<file path="config.mk">
export PLATFORM = sky130hd
export DESIGN_NAME = fetch_unit
export DESIGN_NICKNAME = d
export VERILOG_FILES = /design/src/rtl/fetch_unit.sv
export SDC_FILE = /design/constraint.sdc
export NUM_CORES = 1
export LEC_CHECK = 0
export ABC_CLOCK_PERIOD_IN_PS = 4700
export CAP_MARGIN = 30
export CORE_MARGIN = 2
export CORE_UTILIZATION = 51
export DETAILED_ROUTE_END_ITERATION = 6
export PLACE_DENSITY = 0.9
export SKIP_CTS_REPAIR_TIMING = 1
export SLEW_MARGIN = 20
export SYNTH_ARGS = -nofsm -noshare
export SYNTH_HDL_FRONTEND = slang
export SYNTH_SLANG_ARGS = --single-unit
</file>
<file path="constraint.sdc">
create_clock -name clk -period 4.7 [get_ports clk]
set_input_delay 0.94 -clock clk [delete_from_list [all_inputs] [get_ports clk]]
set_output_delay 0.94 -clock clk [all_outputs]
set_load 0.1 [all_outputs]
</file>
<file path="src/rtl/fetch_unit.sv">
// Single-issue MIPS fetch stage: PC register, imem req/ack handshake, instruction register.
// Optional retire/stall counters are enabled with the FETCH_CNT_EN macro.
module fetch_unit #(
  parameter logic [31:0] RESET_PC = 32'h0000_0000,
  parameter int unsigned WAIT_MAX = 16
) (
  input  logic        clk,
  input  logic        reset,
  output logic        imem_req,
  output logic [31:0] imem_addr,
  input  logic [31:0] imem_rdata,
  input  logic        imem_ack,
  output logic [31:0] instr,
  output logic [5:0]  opcode,
  output logic        instr_valid,
  input  logic        retire,
  input  logic        stall,
  input  logic        branch,
  input  logic        zero,
  input  logic        jump,
  output logic [31:0] pc,
  output logic [31:0] pc_plus4
`ifdef FETCH_CNT_EN
  ,
  output logic [31:0] fetch_count,
  output logic [31:0] stall_count
`endif
);

  localparam int unsigned TW = (WAIT_MAX > 1) ? $clog2(WAIT_MAX) : 1;

  typedef enum logic [1:0] {
    S_IDLE,
    S_REQ,
    S_ISSUE
  } state_e;

  state_e        state_q;
  logic [TW-1:0] timer_q;
  logic [31:0]   pc_q;
  logic [31:0]   pc_plus4_q;
  logic [31:0]   instr_q;
  logic          instr_valid_q;
  logic          imem_req_q;

  logic [31:0]   pc_d;
  logic [31:0]   br_off;
  logic [31:0]   jmp_tgt;
  logic          retire_ok;

  // Next-PC resolution: jump beats taken branch beats sequential.
  always_comb begin
    br_off  = {{14{instr_q[15]}}, instr_q[15:0], 2'b00};
    jmp_tgt = {pc_plus4_q[31:28], instr_q[25:0], 2'b00};
    pc_d    = pc_plus4_q;
    if (jump) begin
      pc_d = jmp_tgt;
    end else if (branch && zero) begin
      pc_d = pc_plus4_q + br_off;
    end
  end

  assign retire_ok = (state_q == S_ISSUE) && instr_valid_q && retire && !stall;

  always_ff @(posedge clk) begin
    if (reset) begin
      state_q       <= S_IDLE;
      timer_q       <= '0;
      pc_q          <= RESET_PC;
      pc_plus4_q    <= RESET_PC + 32'd4;
      instr_q       <= '0;
      instr_valid_q <= 1'b0;
      imem_req_q    <= 1'b0;
    end else begin
      case (state_q)
        S_IDLE: begin
          state_q    <= S_REQ;
          imem_req_q <= 1'b1;
          timer_q    <= '0;
        end
        S_REQ: begin
          if (imem_ack) begin
            instr_q       <= imem_rdata;
            instr_valid_q <= 1'b1;
            imem_req_q    <= 1'b0;
            timer_q       <= '0;
            state_q       <= S_ISSUE;
          end else if (timer_q == TW'(WAIT_MAX - 1)) begin
            // No ack in time: drop req for one cycle, then re-issue the same address.
            imem_req_q <= 1'b0;
            timer_q    <= '0;
            state_q    <= S_IDLE;
          end else begin
            timer_q <= timer_q + TW'(1);
          end
        end
        S_ISSUE: begin
          if (retire_ok) begin
            pc_q          <= pc_d;
            pc_plus4_q    <= pc_d + 32'd4;
            instr_valid_q <= 1'b0;
            imem_req_q    <= 1'b1;
            state_q       <= S_REQ;
          end
        end
        default: begin
          state_q       <= S_IDLE;
          imem_req_q    <= 1'b0;
          instr_valid_q <= 1'b0;
          timer_q       <= '0;
        end
      endcase
    end
  end

  assign imem_req    = imem_req_q;
  assign imem_addr   = {pc_q[31:2], 2'b00};
  assign instr       = instr_q;
  assign opcode      = instr_q[31:26];
  assign instr_valid = instr_valid_q;
  assign pc          = pc_q;
  assign pc_plus4    = pc_plus4_q;

`ifdef FETCH_CNT_EN
  logic [31:0] fetch_cnt_q;
  logic [31:0] stall_cnt_q;

  // Retired-instruction and stalled-cycle counters, free-running and wrapping.
  always_ff @(posedge clk) begin
    if (reset) begin
      fetch_cnt_q <= '0;
      stall_cnt_q <= '0;
    end else begin
      if (retire_ok) begin
        fetch_cnt_q <= fetch_cnt_q + 32'd1;
      end
      if (instr_valid_q && stall) begin
        stall_cnt_q <= stall_cnt_q + 32'd1;
      end
    end
  end

  assign fetch_count = fetch_cnt_q;
  assign stall_count = stall_cnt_q;
`endif

endmodule
</file>
After elaboration in Yosys (flattened, before gate mapping). Index checks and enable logic that the tools add are counted. Widths: inputs -> output; s select.

Add/subtract/negate cells: 3. Eq/ne operators: 6. Muxes and demuxes: 16. Bitwise gates (word level): 1. Reductions and logical operators: 10.

Operators with widths (number): $mux 32 (2); $add 32x3->32 const B (1); $add 32x32->32 (1); $mux 4 (2); $pmux 4 s2 (1); $mux 2 (3); $pmux 1 s3 (2); $pmux 2 s3 (1); $reduce_and 2->1 (3); $mux 1 (5); $add 4x1->4 const B (1); $eq 4x4->1 const B (1); $logic_and 1x1->1 (4); $ne 2x2->1 const B (2); $ne 3x3->1 const B (1); $reduce_and 3->1 (1); $eq 2x1->1 const B (1); $eq 2x2->1 const B (1); $logic_not 2->1 (1); $logic_not 1->1 (1); $not 1->1 (1).

Bits in registers: 104. Input port bits: 40. Output and inout port bits: 136. Word-level logic and storage cells: 43.

Depth between registers and ports, before layout.
Depth after elaboration: 6. Gate-level depth with buffers: 15. Mapped depth without buffers: 13.

Worst setup path after synthesis. No wires, ideal clock.

Path type: register -> register. From: register instr_q[15], in the netlist instr[15]. To: register pc_plus4_q[28], in the netlist pc_plus4[28]. Setup time: 120 ps. Data arrival time: 4360 ps. Required time: 4580 ps. Setup slack: 220 ps. Cell stages (with the launch flop): 13. Buffers on the path: 2. Clock period less this slack: 4480 ps. Cells stage by stage: dfxtp_1 ha_1 buf_2 a21oi_1 o221ai_1 a2111oi_2 a21oi_1 or4b_1 and3_1 clkbuf_1 or3_4 or3_1 a211o_1.

Longest elaborated chain between the ends: 4.

Ends and longest elaborated chain: start: declaration (RTL line 42) `logic [31:0] instr_q;`; start signal: assignment (RTL line 83) `instr_q <= imem_rdata;`; $add 32x32->32 (RTL line 59) `pc_d = pc_plus4_q + br_off;`; $mux 32 (RTL line 58) `end else if (branch && zero) begin`; $mux 32 * (RTL line 56) `if (jump) begin`; $add 32x3->32 * (RTL line 100) `pc_plus4_q <= pc_d + 32'd4;`; end signal: assignment (RTL line 70) `pc_plus4_q <= RESET_PC + 32'd4;`; end signal: assignment (RTL line 100); end: declaration (RTL line 41) `logic [31:0] pc_plus4_q;`.

Mark *: on every way between the ends. The rest lies on a longest branch, timed or not. A chain may end at the register's enable or synchronous reset.

Worst setup path after layout.
From: register instr_q[0], in the netlist instr[0]. To: register pc_plus4_q[28], in the netlist pc_plus4[28].

The elaborated chain is that of the path after synthesis.

==> results_dict.tcl <==
set metrics [dict create \
    start_kind "flop" \
    die_area_sq_mm 0.01484 \
    syn_area_sq_mm 0.007079 \
    drt-wirelength-per-cell_microns 18.18 \
    n_antenna_cell 0 \
    synthDistinctLibCells 82 \
    io_pins 176 \
    dr.pass1.iters 5 \
    tightest_slew_ns 1.034 \
    yosysSeqAreaShare_pct 28.28 \
    synthArstFlopShare_pct 0 \
    max-vdd-ir-drop_mv 0.2125 \
    setup_viol 0 \
    hold_class "flop to flop" \
    synth_top_area_share_pct 28.28 \
    met1_usage_pct 42.57 \
    relSlewSlack_pct 30.83 \
    cts_tree "yes" \
    critical_path_class "flop to flop" \
    hold_viol 0 \
    report.final.slew_viol_count 0 \
    skew_ns 0.01055 \
    clock_latency_ns 0.35 \
    grt_util_met3_pct 5.571 \
    grt_overflow_total 0 \
    powerDensity_mw_per_mm2 238.7 \
    drtIter0Drc 1062 \
    grt_use_met2_pct 45.15 \
    crit_required_ns 4.94 \
    start_util_pct 51.60 \
    syn_avg_cell_area_sq_um 7.428 \
    tns_ns 0 \
    r2r_start "instr[0]$_SDFFE_PP0P_" \
    port_buffers 169 \
    post-place-cells 1227 \
    clock-root-buffer "clkbuf_16" \
    synth_common_cells "nand2_1, a21oi_1, dfxtp_1" \
    drt_wl_total_microns 22580 \
    final_cell_count_no_fill 1242 \
    netlist_instances 953 \
    timing.hold.ws_ns 0.4737 \
    fp.dieH_microns 121.8 \
    layout-drive-gt1-share_pct 6.874 \
    status "finished, final reports clean" \
    drv_cap 0 \
    hpwl_microns 16930 \
    routabilityCongestion 0.9618 \
    fin_crit_sh_pct 89.33 \
    rsz0062_at_grt "false" \
    grt_max_degree 68 \
    critPathCaptureType "flop" \
    num_vias 7591 \
    finalPower_mw 2.134 \
    p_leak_nw 3.280 \
    grt_first_pass_wirelength_microns 35190 \
    arrival_ns 4.44 \
    antenna_found_initial 0 \
    critPathMaxFanout 6 \
    max_freq_ghz 0.2382 \
    grt_pass1_vias 6733 \
    yosys_warnings 0 \
    hp-start "pc[2]$_SDFFE_PP0P_" \
    numCtsBuffers 9 \
    cts-htree-levels 3 \
    crit_start "instr[0]$_SDFFE_PP0P_" \
    nets 1130 \
    num_rows 43 \
    synth_edf_count 0 \
    syn2layout_area_growth_pct 26.26 \
    final_core_util_pct 65.15 \
    synth.most_common_cell "nand2_1" \
    grtUsageTotal_pct 29.90 \
    synth.top_cells.by_area "dfxtp_1, a21oi_1, nand2_1" \
    busiest_layer "met2" \
    ys.flop_type "dfxtp_1" \
    synth_top_area_cell "dfxtp_1" \
    coreArea_sq_mm 0.01372 \
    cts_sinks 100 \
    fillers 1164 \
    clk_pin_slew_ns 0.07 \
    cts_buffer_depth 2 \
    drc 0 \
    period_needed_ns 4.199 \
    ant_nets 0 \
    vias_per_cell 6.112 \
    ys_ff_latch 100 \
    die_x_microns 121.8 \
]
==> stage by stage <==
stage,worst slack (ns),cell area (sq um)
2_1_floorplan,0.2205,7098
3_3_place_gp,0.3884,8627
3_5_place_dp,0.3029,8627
4_1_cts,0.5597,8939
5_1_grt,0.3569,8939
6_report,0.5014,8939
==> cell families (layout without fill, tap and decap cells) <==
group / count (synthesis) / in the layout / share of synthesized area, %
xor+xnor: 23 / 23 / 2.845
other cells: 1 / 6 / 0.05297
flops: 100 / 100 / 28.28
simple gates: 407 / 407 / 28.30
mux: 5 / 5 / 0.7423
fa+ha+maj: 32 / 32 / 5.762
compound gates: 266 / 266 / 25.08
buf+inv: 119 / 223 / 8.943
==> path summary, 6_finish.rpt <==
| path | end | slack (ns) | cells after the start |
|---|---|---|---|
| setup / recovery | pc_plus4[28]$_SDFFE_PP0P_ | 0.50 | 14 |
| hold / removal | pc[2]$_SDFFE_PP0P_ | 0.47 | 2 |
| setup reg to reg | pc_plus4[28]$_SDFFE_PP0P_ | 0.50 | 14 |
| hold reg to reg | pc[2]$_SDFFE_PP0P_ | 0.47 | 2 |
==> final cells by class <==
cell class              instances  area [sq um]  area share (%)
multi-input cells             739          4467           49.97
inverters                      13         48.80          0.5459
repair buffers                195          1884           21.08
clock buffers                  10         229.0           2.562
clock inverters                 5         82.58          0.9239
flip-flops and latches        100          2002           22.40
well taps                     180         225.2           2.520
==> flip-flops by register name, summed over array words and instances, names as in the netlist <==
signal and count:
instr 32, pc 30, pc_plus4 30, timer_q 4, state_q 2, imem_req 1
instr_valid 1
==> critical path, cell delays in order, from the launching register on <==
cell	delay, ns
dfxtp_1	0.39
ha_1	0.19
inv_1	0.06
fa_1	0.45
nor2b_4	0.16
o31a_1	0.26
o2111ai_2	0.26
a32oi_2	0.33
mux2_1	0.20
a211oi_1	0.05
buf_4	0.17
or4b_4	0.58
or3_4	0.38
or3_1	0.36
a211o_1	0.26
==> placed cells by master, fill, tap and decap left out, drive strengths merged, types with 14 or more instances in the layout <==
master,instances
a21o,16
clkdlybuf4s50,168
nand3,23
nor2,99
dfxtp,100
nor3,30
inv,14
buf,27
a21oi,106
o21ai,35
nand2,137
nand4,15
and3,24
a211oi,30
ha,31
==> layer usage <==
metal,wire length (microns),part of all wire [%]
met1,9627,43
met2,10090,45
met3,2324,10
met4,541,2.4
met5,0,0
==> power breakdown <==
| part | switching [mW] | internal [mW] |
|---|---|---|
| logic | 0.317 | 0.123 |
| registers | 0.0249 | 0.866 |
| clock network | 0.335 | 0.467 |
| total | 0.677 | 1.46 |
Note: power is estimated with default switching activity, not from simulation.
